File: src/rtl/mem_arb_pkg.sv
// Shared definitions for the two-to-one memory request arbiter.
// Owner tag encoding used by the grant logic and the in-order tag FIFO,
// plus the fixed access size used for instruction fetches.
// Ports: none (package).
package mem_arb_pkg;

    localparam logic       OWNER_INST = 1'b0;
    localparam logic       OWNER_DATA = 1'b1;

    // Instruction fetches are always full 32-bit words.
    localparam logic [2:0] INST_SIZE  = 3'd2;

endpackage

File: src/rtl/arb_tag_fifo.sv
// Purpose: in-order 1-bit owner-tag FIFO, one entry per outstanding request.
// Latency: a pushed tag is visible on head the cycle after the push.
// Backpressure: exposes full/empty; the caller must not push when full or pop when empty.
// Ports: clk/resetn (sync, active-low); push/din write a tag; pop drops the head;
//        head/empty/full report state from the registered count.
import mem_arb_pkg::*;

module arb_tag_fifo #(
    parameter int MAX_OUTSTANDING = 4
) (
    input  logic clk,
    input  logic resetn,
    input  logic push,
    input  logic din,
    input  logic pop,
    output logic head,
    output logic empty,
    output logic full
);

    localparam int PW = $clog2(MAX_OUTSTANDING);
    localparam int CW = PW + 1;

    logic [MAX_OUTSTANDING-1:0] mem;
    logic [PW-1:0]              wr_ptr;
    logic [PW-1:0]              rd_ptr;
    logic [CW-1:0]              count;

    // Pointers are exactly log2(depth) wide, so they wrap without compare logic.
    always_ff @(posedge clk) begin
        if (!resetn) begin
            wr_ptr <= '0;
            rd_ptr <= '0;
            count  <= '0;
        end else begin
            if (push) wr_ptr <= wr_ptr + 1'b1;
            if (pop)  rd_ptr <= rd_ptr + 1'b1;
            case ({push, pop})
                2'b10:   count <= count + 1'b1;
                2'b01:   count <= count - 1'b1;
                default: count <= count;
            endcase
        end
    end

    // Tag storage needs no reset: entries are only read once counted valid.
    always_ff @(posedge clk) begin
        if (push) mem[wr_ptr] <= din;
    end

    assign head  = mem[rd_ptr];
    assign empty = (count == '0);
    assign full  = (count == CW'(MAX_OUTSTANDING));

endmodule

File: src/rtl/mem_req_arbiter.sv
// Purpose: shares one request/response memory port between inst and data channels.
// Latency: zero-cycle combinational grant, payload mux and response routing.
// Backpressure: mem_req withheld while MAX_OUTSTANDING requests await data_ok.
// Ports: inst_* / data_* core channels, mem_* downstream port, spurious_ok sticky
//        flag for responses with nothing outstanding. clk, resetn (sync, active-low).
// Build option: define MEM_ARB_RR_EN for round-robin tie-break; otherwise DATA
//        always wins a tie.
import mem_arb_pkg::*;

module mem_req_arbiter #(
    parameter int MAX_OUTSTANDING = 4
) (
    input  logic        clk,
    input  logic        resetn,

    input  logic        inst_req,
    input  logic        inst_cache,
    input  logic [31:0] inst_addr,
    output logic        inst_addr_ok,
    output logic        inst_data_ok,
    output logic [31:0] inst_rdata,

    input  logic        data_req,
    input  logic        data_cache,
    input  logic        data_wr,
    input  logic [3:0]  data_wstrb,
    input  logic [31:0] data_addr,
    input  logic [2:0]  data_size,
    input  logic [31:0] data_wdata,
    output logic        data_addr_ok,
    output logic        data_data_ok,
    output logic [31:0] data_rdata,

    output logic        mem_req,
    output logic        mem_cache,
    output logic        mem_wr,
    output logic [3:0]  mem_wstrb,
    output logic [31:0] mem_addr,
    output logic [2:0]  mem_size,
    output logic [31:0] mem_wdata,
    input  logic        mem_addr_ok,
    input  logic        mem_data_ok,
    input  logic [31:0] mem_rdata,

    output logic        spurious_ok
);

    logic owner;
    logic lock;
    logic lock_owner;
    logic can_issue;
    logic accept;
    logic fifo_pop;
    logic fifo_head;
    logic fifo_empty;
    logic fifo_full;
    logic tie_winner;

`ifdef MEM_ARB_RR_EN
    logic rr_last;

    // Tie goes to whichever channel was not the most recent accept.
    assign tie_winner = ~rr_last;

    always_ff @(posedge clk) begin
        if (!resetn)     rr_last <= OWNER_INST;
        else if (accept) rr_last <= owner;
    end
`else
    assign tie_winner = OWNER_DATA;
`endif

    // A pending (offered but unaccepted) request pins the owner so the
    // downstream payload stays stable until its address phase completes.
    always_comb begin
        owner = OWNER_INST;
        if (lock)                      owner = lock_owner;
        else if (inst_req && data_req) owner = tie_winner;
        else if (data_req)             owner = OWNER_DATA;
        else                           owner = OWNER_INST;
    end

    // Issue is decided from the registered count only; a same-cycle pop
    // does not open a slot until the next cycle.
    assign can_issue = !fifo_full;
    assign mem_req   = (inst_req || data_req) && can_issue;
    assign accept    = mem_req && mem_addr_ok;

    always_comb begin
        if (owner == OWNER_DATA) begin
            mem_cache = data_cache;
            mem_wr    = data_wr;
            mem_wstrb = data_wstrb;
            mem_addr  = data_addr;
            mem_size  = data_size;
            mem_wdata = data_wdata;
        end else begin
            mem_cache = inst_cache;
            mem_wr    = 1'b0;
            mem_wstrb = 4'b0000;
            mem_addr  = inst_addr;
            mem_size  = INST_SIZE;
            mem_wdata = 32'd0;
        end
    end

    assign inst_addr_ok = accept && (owner == OWNER_INST);
    assign data_addr_ok = accept && (owner == OWNER_DATA);

    // Lock is held (not cleared) while full, since mem_req is low then.
    always_ff @(posedge clk) begin
        if (!resetn) begin
            lock        <= 1'b0;
            lock_owner  <= OWNER_INST;
            spurious_ok <= 1'b0;
        end else begin
            if (mem_req && !mem_addr_ok) begin
                lock       <= 1'b1;
                lock_owner <= owner;
            end else if (accept) begin
                lock       <= 1'b0;
            end
            if (mem_data_ok && fifo_empty) spurious_ok <= 1'b1;
        end
    end

    assign fifo_pop = mem_data_ok && !fifo_empty;

    arb_tag_fifo #(
        .MAX_OUTSTANDING (MAX_OUTSTANDING)
    ) u_tag_fifo (
        .clk    (clk),
        .resetn (resetn),
        .push   (accept),
        .din    (owner),
        .pop    (fifo_pop),
        .head   (fifo_head),
        .empty  (fifo_empty),
        .full   (fifo_full)
    );

    assign inst_data_ok = fifo_pop && (fifo_head == OWNER_INST);
    assign data_data_ok = fifo_pop && (fifo_head == OWNER_DATA);
    assign inst_rdata   = mem_rdata;
    assign data_rdata   = mem_rdata;

endmodule

File: config.mk
export PLATFORM = sky130hd
export DESIGN_NAME = mem_req_arbiter
export DESIGN_NICKNAME = d
export VERILOG_FILES = /design/src/rtl/mem_arb_pkg.sv /design/src/rtl/arb_tag_fifo.sv /design/src/rtl/mem_req_arbiter.sv
export SDC_FILE = /design/constraint.sdc
export NUM_CORES = 1
export LEC_CHECK = 0
export CAP_MARGIN = 20
export CORE_AREA = 2 2 112 114
export DETAILED_ROUTE_END_ITERATION = 12
export DIE_AREA = 0 0 114 116
export DONT_BUFFER_PORTS = 1
export PLACE_DENSITY = 0.3
export SETUP_SLACK_MARGIN = 0.3
export SLEW_MARGIN = 20
export SYNTH_ARGS = -nofsm -noshare
export SYNTH_HDL_FRONTEND = slang
export SYNTH_SLANG_ARGS = --single-unit
File: constraint.sdc
create_clock -name clk -period 2.4 [get_ports clk]
set_input_delay 0 -clock clk [delete_from_list [all_inputs] [get_ports clk]]
set_output_delay 0 -clock clk [all_outputs]
set_load 0.005 [all_outputs]
==> metrics <==
outcome=finished clean; max-cap violations=0; Fmax=497.5 MHz; Avg Cell Area, Syn=6.734 um^2; Critical R2R Capture=u_tag_fifo.count[2]; net count reported at finish=376; Post-Syn Nets=438; largest net degree at the start of global routing=80; top post-synthesis cells by area=buf_4, nand2_1, and2_1; # clock sinks=14; cells on worst reg2reg path=8; critical path, cell by cell=or3b_4 > nand2_4 > ha_4 > inv_1 > fa_2 > xor2_1 > or3_1 > a21boi_1; minimum clock period=2.010 ns; row count=40; total core area=11910 um^2; Fin. Hold Viols=0; Die X=114 um; r2r setup slk=0.39 ns; TritonCTS clock tree=yes; Cells after DPL=361; CP endpoint kind=register; setup TNS=0 ns; Max VDD drop=0.0002315 V; clk_skew=0.001772 ns; Residual DRC=0; Starting DRT DRC Count=47; first-pass GRT wire length=8.769 mm; worst slew pin tran=0.6442 ns; Routed Wire Length=7.035 mm; Placer Congestion=0.6876; Req. time, crit path=2.57 ns; area delta synth->final=-9.290%; asr flop ratio synth=0%; pre-CTS setup slack=0.2183 ns; Pleak=0.0007932 uW; Detailed Routing Iterations Pass 1=4; Mapped Area=1939 um^2; register area share after synthesis=16.52%; Yosys top cell area share=26.32%; max-slew violation count=0; vias=1481; root buf cell=clkbuf_16; final period utilization=83.76%; Max stage delay on crit path=0.42 ns; worst hold path class=in2out; slowest CP cell=or3b_4; clock buffer depth=2; pwr dens=747.7 nW/um^2; total grt overflow=0; IO Port Bufs=0; RSZ-0062 raised after global routing=true; vias in the first global route=1277; CP Class=reg2reg; CTS Buf Count=3; top cells by count, synth=nand2_1, buf_4, and2_1; Reg clk slew, reported paths=0.05 ns; Rel. slew slack=57.05%; Die Span Y=116 um; area leader, netlist=buf_4; Setup WS post-layout=0.3898 ns; Netlist cell types=34; antenna violations before repair=1; Post-synth top flop=dfxtp_1; Yosys reg bits=14; Total Power=1315 uW; DP HPWL=5.937 mm; Worst Path Max Fanout=6; hold_sp=mem_rdata[20]; yosys warns=0; Post-synth EDFFs=4; Ports=287; RR Startpoint=u_tag_fifo.count[0]; ANT nets after route=0; Avg Vias per Cell=3.971; Mapped Cells=288; DR WL/cell=18.86 um; GRT Total Usage=9.089%; post-layout util=14.77%; endpoints failing setup=0; Critical Path Source Type=register; Non-Filler Instances=373; worst-skew pair later-pin latency=0.24 ns; Cells on Worst Hold Path=0; fraction of layout instances using a drive strength above 1=8.889%; die area=13220 um^2; WP data arrival=2.18 ns; H-tree levels=1; Initial Utilization=16.28%; hold path endpoint=inst_rdata[20]; most frequent cell after synthesis=nand2_1
[metal layers]
metal	part of all wire, %	wire length, um	up-vias	GRT usage [%]
li1	-	-	700	-
met1	39	2750	653	11.34
met2	51	3589	118	15.40
met3	8.7	615	10	3.347
met4	1.1	79	0	1.301
met5	0	0	-	0
[flip-flops by register name, summed over array words and instances, names as in the netlist]
signal,count
u_tag_fifo.mem,4
u_tag_fifo.count,3
lock_owner,1
u_tag_fifo.wr_ptr,2
lock,1
spurious_ok,1
u_tag_fifo.rd_ptr,2
[placed cells by master, fill, tap and decap left out, types with 2 or more instances in the layout]
cell,netlist,routed
nor2b_1,2,2
dlygate4sd3_1,0,3
nor3_1,2,2
o21ai_0,4,4
and2_1,43,43
edfxtp_1,4,4
inv_1,6,6
clkbuf_16,0,3
mux2i_1,2,2
dfxtp_4,0,3
dfxtp_1,10,7
ha_1,5,4
and3_1,4,4
nor2_1,5,5
buf_4,68,6
xnor2_1,3,3
nand2_1,104,104
[stage by stage]
step	cell area [um^2]	hold WS (ns)
after global routing	1759	0.00004128
after global placement	1608	0.00005116
after detailed placement	1608	0.00005116
final	1759	0.00001203
after floorplan	1958	0.08082
after CTS	1742	0.00005116
[cell type report]
cell class,count,area [um^2]
fillers,1380,10150
multi-input cells,191,1059
flip-flops and latches,14,331.6
well taps,147,183.9
clock buffers,4,78.83
repair buffers,9,75.07
inverters,7,28.78
diodes,1,2.502
[timing repair]
item | 4_1_cts | 5_1_grt
pin swaps | 1 | 2
setup endpoints to repair | 1 | 75
buffers inserted | 3 | 1
resized for setup | 2 | 3
hold buffers | 3 | 0
hold endpoints to repair | 10 | 0
[report_power, final]
part	internal, uW	switching [uW]
logic	261	361
registers	310	62.5
clock network	225	97.3
[worst max-delay path, delay by kind of cell (launching register included)]
kind / cells / cell delay (ns)
DFF: 1 / 0.36
xor gates and xnor gates: 1 / 0.15
AOI/OAI and AO/OA: 1 / 0.12
adders and majority gates: 2 / 0.46
and+or+nand+nor: 3 / 0.81
buffers and inverters: 1 / 0.05
[logic make-up after synthesis]
logic type / after synthesis / synth area share [%]
flops: 14 / 16.52
simple gates: 166 / 39.87
fa+ha+maj: 6 / 4.258
xor+xnor: 4 / 1.807
buf+inv: 83 / 29.68
mux: 4 / 3.355
compound gates: 11 / 4.516
[how the worst max path moves through the flow]
stage | startpoint | to | cells past startpoint
2_1_floorplan | u_tag_fifo.count[2] | u_tag_fifo.count[2] | 8
3_3_place_gp | u_tag_fifo.count[2] | u_tag_fifo.count[2] | 8
3_5_place_dp | u_tag_fifo.count[2] | u_tag_fifo.count[2] | 8
4_1_cts | u_tag_fifo.count[1] | u_tag_fifo.count[2] | 8
5_1_grt | u_tag_fifo.count[0] | u_tag_fifo.count[2] | 8
6_report | u_tag_fifo.count[0] | u_tag_fifo.count[2] | 8
Note: power is estimated with default switching activity, not from simulation.
